<file path="src/rtl/rv_iommu_wsi_irq_arbiter.sv">
// Edge-detects the IOMMU wired-signaled interrupt vector, latches pending events and
// serialises them round-robin onto a valid/ready interrupt-message channel.
module rv_iommu_wsi_irq_arbiter #(
  parameter int unsigned N_INT_VEC = 16,
  parameter int unsigned ID_W      = (N_INT_VEC > 1) ? $clog2(N_INT_VEC) : 1,
  parameter int unsigned CNT_W     = 16
) (
  input  logic                 clk_i,
  input  logic                 rst_i,
  input  logic [N_INT_VEC-1:0] wsi_wires_i,
  input  logic [N_INT_VEC-1:0] mask_i,
  output logic                 irq_valid_o,
  output logic [ID_W-1:0]      irq_id_o,
  input  logic                 irq_ready_i,
  output logic [N_INT_VEC-1:0] pending_o,
  output logic [CNT_W-1:0]     coalesce_cnt_o,
  input  logic                 cnt_clr_i
);

  localparam int unsigned SumW = CNT_W + 5;
  localparam logic [CNT_W-1:0] CntMax = '1;

  typedef enum logic [0:0] {StIdle, StOffer} state_e;

  typedef struct packed {
    logic            found;
    logic [ID_W-1:0] idx;
  } pick_t;

  state_e                 state_q, state_d;
  logic [N_INT_VEC-1:0]   prev_q;
  logic [N_INT_VEC-1:0]   pending_q, pending_d;
  logic [ID_W-1:0]        rr_ptr_q, rr_ptr_d;
  logic [ID_W-1:0]        id_q, id_d;
  logic [CNT_W-1:0]       cnt_q, cnt_d;

  logic [N_INT_VEC-1:0]   rise;
  logic [N_INT_VEC-1:0]   hs_vec;
  logic [N_INT_VEC-1:0]   coalesce;
  logic [N_INT_VEC-1:0]   elig;
  logic [N_INT_VEC-1:0]   elig_post;
  logic [SumW-1:0]        coal_sum;
  logic [SumW-1:0]        cnt_sum;
  logic                   hs;
  pick_t                  pick;

  // First set bit of vec at or after ptr, wrapping modulo N_INT_VEC.
  function automatic pick_t rr_pick(input logic [N_INT_VEC-1:0] vec,
                                    input logic [ID_W-1:0]      ptr);
    pick_t                res;
    logic [N_INT_VEC-1:0] shifted;
    int unsigned          j;
    res = '0;
    for (int unsigned k = 0; k < N_INT_VEC; k++) begin
      j       = (32'(ptr) + k) % N_INT_VEC;
      shifted = vec >> j;
      if (!res.found && shifted[0]) begin
        res.found = 1'b1;
        res.idx   = ID_W'(j);
      end
    end
    return res;
  endfunction

  function automatic logic [ID_W-1:0] next_ptr(input logic [ID_W-1:0] id);
    if (32'(id) >= N_INT_VEC - 1) begin
      return '0;
    end
    return id + ID_W'(1);
  endfunction

  assign irq_valid_o    = (state_q == StOffer);
  assign irq_id_o       = id_q;
  assign pending_o      = pending_q;
  assign coalesce_cnt_o = cnt_q;

  assign rise      = wsi_wires_i & ~prev_q;
  assign hs        = irq_valid_o & irq_ready_i;
  assign hs_vec    = hs ? (N_INT_VEC'(1) << id_q) : '0;
  // A rise on the vector being accepted re-arms it rather than coalescing.
  assign pending_d = rise | (pending_q & ~hs_vec);
  assign coalesce  = rise & pending_q & ~hs_vec;
  assign elig      = pending_q & ~mask_i;
  assign elig_post = pending_q & ~hs_vec & ~mask_i;

  always_comb begin
    coal_sum = '0;
    for (int unsigned k = 0; k < N_INT_VEC; k++) begin
      coal_sum = coal_sum + SumW'(coalesce[k]);
    end
    cnt_sum = SumW'(cnt_q) + coal_sum;
    if (cnt_clr_i) begin
      cnt_d = '0;
    end else if (cnt_sum > SumW'(CntMax)) begin
      cnt_d = CntMax;
    end else begin
      cnt_d = cnt_sum[CNT_W-1:0];
    end
  end

  always_comb begin
    state_d  = state_q;
    id_d     = id_q;
    rr_ptr_d = rr_ptr_q;
    pick     = '0;
    unique case (state_q)
      StIdle: begin
        pick = rr_pick(elig, rr_ptr_q);
        if (pick.found) begin
          state_d = StOffer;
          id_d    = pick.idx;
        end
      end
      StOffer: begin
        if (irq_ready_i) begin
          rr_ptr_d = next_ptr(id_q);
          pick     = rr_pick(elig_post, rr_ptr_d);
          if (pick.found) begin
            id_d = pick.idx;
          end else begin
            state_d = StIdle;
          end
        end
      end
      default: state_d = StIdle;
    endcase
  end

  always_ff @(posedge clk_i or posedge rst_i) begin
    if (rst_i) begin
      state_q   <= StIdle;
      prev_q    <= '0;
      pending_q <= '0;
      rr_ptr_q  <= '0;
      id_q      <= '0;
      cnt_q     <= '0;
    end else begin
      state_q   <= state_d;
      prev_q    <= wsi_wires_i;
      pending_q <= pending_d;
      rr_ptr_q  <= rr_ptr_d;
      id_q      <= id_d;
      cnt_q     <= cnt_d;
    end
  end

endmodule

</file>
<file path="config.mk">
export PLATFORM = sky130hd
export DESIGN_NAME = rv_iommu_wsi_irq_arbiter
export DESIGN_NICKNAME = d
export VERILOG_FILES = /design/src/rtl/rv_iommu_wsi_irq_arbiter.sv
export SDC_FILE = /design/constraint.sdc
export NUM_CORES = 1
export LEC_CHECK = 0
export CORE_UTILIZATION = 39
export DETAILED_ROUTE_END_ITERATION = 10
export PLACE_DENSITY = 0.65
export SLEW_MARGIN = 30
export SYNTH_ARGS = -nofsm -noshare
export SYNTH_HDL_FRONTEND = slang
export SYNTH_SLANG_ARGS = --single-unit
</file>
<file path="constraint.sdc">
create_clock -name clk_i -period 8.55 [get_ports clk_i]
set_clock_uncertainty 0.05 [all_clocks]
set_input_delay 0.855 -clock clk_i [delete_from_list [all_inputs] [get_ports clk_i]]
set_output_delay 0.855 -clock clk_i [all_outputs]
set_load 0.02 [all_outputs]
</file>
# Word level (Yosys, flattened, before mapping)
# Cells that the tools add are included.
# word_totals
reg_bits	57
inputBits	36
output_inout_bits	37
elab_cells	263
# op_classes
add_sub_neg	47
magnitude_cmp	2
eq_ne	3
shifts	33
muxes	98
n_bitwise	12
n_reduce_logical	62
# op_table
op	n
$shr 16x4->1	32
$mux 5	80
$and 16x16->16	6
$add 4x4->4 const B	16
$mux 16	3
$not 16->16	3
$add 4x3->4 const B	8
$logic_and 1x1->1	30
$logic_not 1->1	30
$mux 4	7
$add 16x16->17	1
$gt 17x16->1 const B	1
$add 15x1->16	1
$add 4x2->4 const B	4
$or 16x16->16	1
$shl 1x4->16 const A	1
$add 14x1->15	1
$add 13x1->14	1
$add 12x1->13	1
$add 11x1->12	1
$add 4x1->4 const B	3
$add 10x1->11	1
$add 9x1->10	1
$add 8x1->9	1
17 further kinds	23

# Depth between registers and ports, before layout
# logic_depth
word_depth	89
depth_mapped	24
depth_no_buf	22

# Least setup slack after synthesis
# Ideal clock, no wire load.
# synth_timing
kind	register -> register
start	reg id_q[0] (netlist: irq_id_o[0])
end	reg cnt_q[10] (netlist: coalesce_cnt_o[10])
arrival_time_ps	6007
required_time_ps	8363
path_slack_ps	2356
stages_incl_launch_ff	25
n_path_buf	2
period_less_slack_ps	6194
path_cell_list	dfrtp_1 -> inv_1 -> ha_1 -> nand3_1 -> clkbuf_1 -> o21ai_0 -> or3_1 -> fa_1 -> inv_1 -> fa_1 -> inv_1 -> fa_1 -> inv_1 -> fa_1 -> fa_1 -> fa_1 -> a21oi_1 -> nor2_1 -> nor2_1 -> inv_1 -> a21oi_1 -> nor2_1 -> nand3_1 -> clkbuf_1 -> a21oi_1
# synth_via
elab_chain_cells	23
# synth_lines
item	line_no	text
start: declaration	34	logic [ID_W-1:0] id_q, id_d;
start signal: assignment	142	id_q <= id_d;
$shl 1x4->16 (*)	79	assign hs_vec = hs ? (N_INT_VEC'(1) << id_q) : '0;
$mux 16 (*)	79	
$not 16->16 (*)	82	assign coalesce = rise & pending_q & ~hs_vec;
$and 16x16->16 (*)	82	
$add 1x1->2	89	coal_sum = coal_sum + SumW'(coalesce[k]);
$add 2x1->3	89	
$add 3x1->4	89	
$add 4x1->5	89	
(+8 left out)	--	
$add 13x1->14	89	
$add 14x1->15	89	
$add 15x1->16 (*)	89	
$add 16x16->17 (*)	91	cnt_sum = SumW'(cnt_q) + coal_sum;
$gt 17x16->1	94	end else if (cnt_sum > SumW'(CntMax)) begin
$mux 16 (*)	94	
$mux 16 (*)	92	if (cnt_clr_i) begin
via cnt_d[10]	35	logic [CNT_W-1:0] cnt_q, cnt_d;
end signal: assignment	143	cnt_q <= cnt_d;
end: declaration	35	
# Mark *: on every way through the listed nets, which the timed path passes. The rest lies on a longest branch.
# A chain may end at the register's enable or synchronous reset.

# Worst setup path in the final report
# layout_timing
start	in irq_ready_i
end	reg cnt_q[0] (netlist: coalesce_cnt_o[0])
# layout_via
elab_chain_cells	23
# layout_lines
item	line_no	text
start: declaration	14	input logic irq_ready_i,
$and 1x1->1 (*)	78	assign hs = irq_valid_o & irq_ready_i;
$mux 16 (*)	79	
$not 16->16 (*)	82	
$and 16x16->16 (*)	82	
$add 1x1->2	89	
$add 2x1->3	89	
$add 3x1->4	89	
$add 4x1->5	89	
(+8 left out)	--	
$add 13x1->14	89	
$add 14x1->15	89	
$add 15x1->16 (*)	89	
$add 16x16->17 (*)	91	
$gt 17x16->1	94	
$mux 16 (*)	94	
$mux 16 (*)	92	
via cnt_d[0]	35	
# Marks and branches as above.

==> impl_metrics.py <==
metrics = {
    "final_layout": {
        "seq_area_sq_um": 1430,
        "fill_cells": 1974,
        "fin_nets": 1068,
        "antenna_cells": 0,
        "syn2layout_area_growth_pct": 16.0,
        "drive_gt1_share_pct": 11.1,
        "multiInputGateArea_sq_um": 6020,
    },
    "synth": {
        "synth.avg_cell_area_sq_um": 8.33,
        "async_reset_ff_share_pct": 100,
        "synth_edf_count": 0,
        "ys_seq_elements": 57,
        "ys.flop_type": "dfrtp_1",
        "yosysSeqAreaShare_pct": 18.1,
        "syn-num-nets": 1021,
        "yosysWarningCount": 0,
        "yosysUniqueCellTypes": 97,
        "syn_area_sq_um": 7880,
        "postSynthCellCount": 945,
    },
    "clocking": {
        "cts-root-buf": "clkbuf_16",
        "hold_buffers": 0,
        "cts_sinks": 57,
        "post_cts_buffers": 0,
        "cts_max_path_buffers": 2,
        "htreeDepth": 3,
        "clkTransAtPathRegs_ns": 0.05,
        "cts_tree": "built",
        "cts_inserted_buffers": 9,
        "cts.repair.resized": 0,
        "clk_latency_ns": 0.34,
    },
    "place": {
        "dpl.hpwl_um": 20600,
        "finalWeightedCongestion": 0.952,
        "io_buffer_count": 72,
        "post-place-ws_ns": 1.29,
    },
    "timing": {
        "finalSetupViolCount": 0,
        "fmax_mhz": 143,
        "rsz0062_at_grt": "false",
        "fin_ws_ns": 1.56,
        "hold_viol": 0,
        "timing.slew.headroom_pct": 44.4,
        "holdWs_ns": 0.398,
        "fin_crit_sh_pct": 81.7,
        "finalSetupTns_ns": 0,
        "period_needed_ns": 6.99,
        "finalMaxSlewViolations": 0,
        "worst_pin_slew_ns": 0.810,
    },
    "grt": {
        "grt-ovfl-total": 0,
        "grtUsageTotal_pct": 26.7,
        "grt_pass1_vias": 7574,
        "antenna_found_initial": 0,
        "grt_pass1_wl_um": 42300,
        "grt_max_degree": 58,
    },
    "critical_path": {
        "path_class": "input port to flip-flop",
        "startpoint": "irq_ready_i",
        "critPathArrivalTime_ns": 7.12,
        "required_ns": 8.68,
        "cp-start-kind": "input port",
        "r2r-start": "irq_id_o[0]",
        "endpoint_kind": "flip-flop",
        "path_max_fanout": 14,
    },
    "floorplanning": {
        "row_count": 51,
        "initial_utilization_pct": 40.1,
        "die_area_sq_um": 20800,
        "design.core.area_sq_um": 19700,
        "die_h_um": 144,
        "die_w_um": 144,
        "num_io_pins": 73,
    },
    "routing": {
        "drt-vias-per-instance": 6.32,
        "drc": 0,
        "routed_wl_um": 26900,
        "antenna_left": 0,
        "vias": 7969,
        "first_pass_iters": 7,
        "wl_per_cell_um": 21.3,
        "drtIter0Drc": 783,
    },
    "min_path": {
        "hp-class": "flip-flop to flip-flop",
        "hp-start": "prev_q[15]",
    },
    "run": {
        "cap_violations": 0,
    },
    "status": {
        "status": "finished, final reports clean",
    },
}
metrics by stage:
step | utilization (%) | instances | instance area, sq um
floorplan | - | 945 | 7880
global placement | 44.7 | 1246 | 8790
detailed placement | 44.7 | 1246 | 8790
CTS | 46.4 | 1261 | 9120
global route | 46.5 | 1261 | 9140
finish | 46.5 | 1261 | 9140
sequential cells by signal, indices dropped and copies added, names as in the netlist:
register	cells
pending_o	16
prev_q	16
irq_id_o	4
coalesce_cnt_o	16
irq_valid_o	1
rr_ptr_q	4
worst paths after layout:
| path | slack, ns | depth (start not counted) | to |
|---|---|---|---|
| worst max-delay path | 1.56 | 21 | coalesce_cnt_o[0] |
| worst min-delay path | 0.40 | 1 | pending_o[15] |
| worst max register to register | 1.81 | 22 | coalesce_cnt_o[0] |
| worst min register to register | 0.40 | 1 | pending_o[15] |
| max in group asynchronous | 6.95 | 3 | rr_ptr_q[3] |
| min in group asynchronous | 1.02 | 3 | prev_q[9] |
cells by family (layout without fill, tap and decap cells):
logic type               count (synthesis)  count (layout)  synth area share, %
AO/OA/AOI/OAI                          265             265                 22.8
XOR/XNOR                                38              38                 4.50
adder cells (fa/ha/maj)                 40              40                 7.50
buffers and inverters                  105             156                 5.59
flip-flops                              57              57                 18.1
multiplexers                            81              81                 15.9
AND/OR/NAND/NOR                        359             359                 25.7
synth_stat cells, drive strengths merged, types with 4 or more instances:
cell type	number	area, sq um
nand3	43	215
nor4	14	106
nand4b	4	50.1
or3	10	62.6
or4	7	56.3
nand4	17	113
nor2	65	244
mux2i	36	360
and2	12	75.1
clkbuf	31	116
o311ai	5	43.8
a31oi	11	68.8
nand2	69	259
a21oi	57	289
xor2	9	86.3
a22oi	5	37.5
inv	57	214
a2bb2oi	4	52.6
a21o	9	67.6
a31o	4	35.0
and3	12	75.1
nor4b	4	50.1
dfrtp	57	1430
ha	28	350
nor2b	18	115
mux2	11	124
a211oi	19	143
or2	6	37.5
nand2b	30	188
nand3b	5	37.5
o31ai	7	57.6
o22ai	12	75.1
and2b	9	82.6
or3b	6	52.6
xnor2	28	245
buf	17	110
nor3b	5	37.5
a2111oi	4	41.3
fa	12	240
o211ai	25	188
o21ai	60	300
mux4	34	766
o21a	4	30.0
nor3	13	65.1
critical path, stage by stage:
cell             delay (ns)
clkdlybuf4s50_1        0.63
nand3_1                0.45
o21ai_0                0.15
or3_1                  0.38
fa_1                   0.55
inv_1                  0.06
fa_1                   0.51
inv_1                  0.06
fa_1                   0.51
inv_1                  0.06
fa_1                   0.52
fa_1                   0.48
fa_1                   0.41
a21oi_1                0.16
nor2_1                 0.05
nor2_1                 0.14
inv_1                  0.05
a21oi_1                0.39
nor2_1                 0.12
nand3_1                0.41
a21oi_1                0.15
area by class of cell:
type	count	share of cell area, %
Multi-Input combinational cell	783	65.9
Sequential cell	57	15.6
Timing Repair Buffer	84	8.88
Clock inverter	4	0.836
Tap cell	265	3.63
Clock buffer	11	2.77
Inverter	57	2.34
layout by cell type (no fill, tap or decap), types with 6 or more instances in the layout:
cell type,instances
fa_1,12
and2_1,11
inv_1,52
nor4_1,11
a211oi_1,19
xor2_1,8
a21oi_1,56
a21o_1,9
or4_1,6
nor2b_1,17
and3_1,12
o22ai_1,12
nand4_1,16
o21ai_0,59
a31oi_1,11
ha_1,28
nor2_1,65
o31ai_1,6
clkbuf_16,9
and2b_4,6
nand2b_1,30
mux4_2,34
clkdlybuf4s50_1,72
buf_4,12
o211ai_1,25
mux2_2,10
nor3_1,13
dfrtp_1,57
xnor2_1,27
nand2_1,69
or3_1,10
nand3_1,43
mux2i_1,36
routing by layer:
metal | part of all wire, % | wire, um | up-vias | GRT usage, %
li1 | - | - | 3676 | -
met1 | 42 | 11200 | 3852 | 34.4
met2 | 48 | 12800 | 366 | 44.7
met3 | 7.1 | 1900 | 75 | 3.71
met4 | 3.7 | 1000 | 0 | 10.8
met5 | 0 | 0 | - | 0
Power is left out: the tool's default activity adds up to more than one toggle a clock period on the data nets, which glitch-free logic cannot reach.
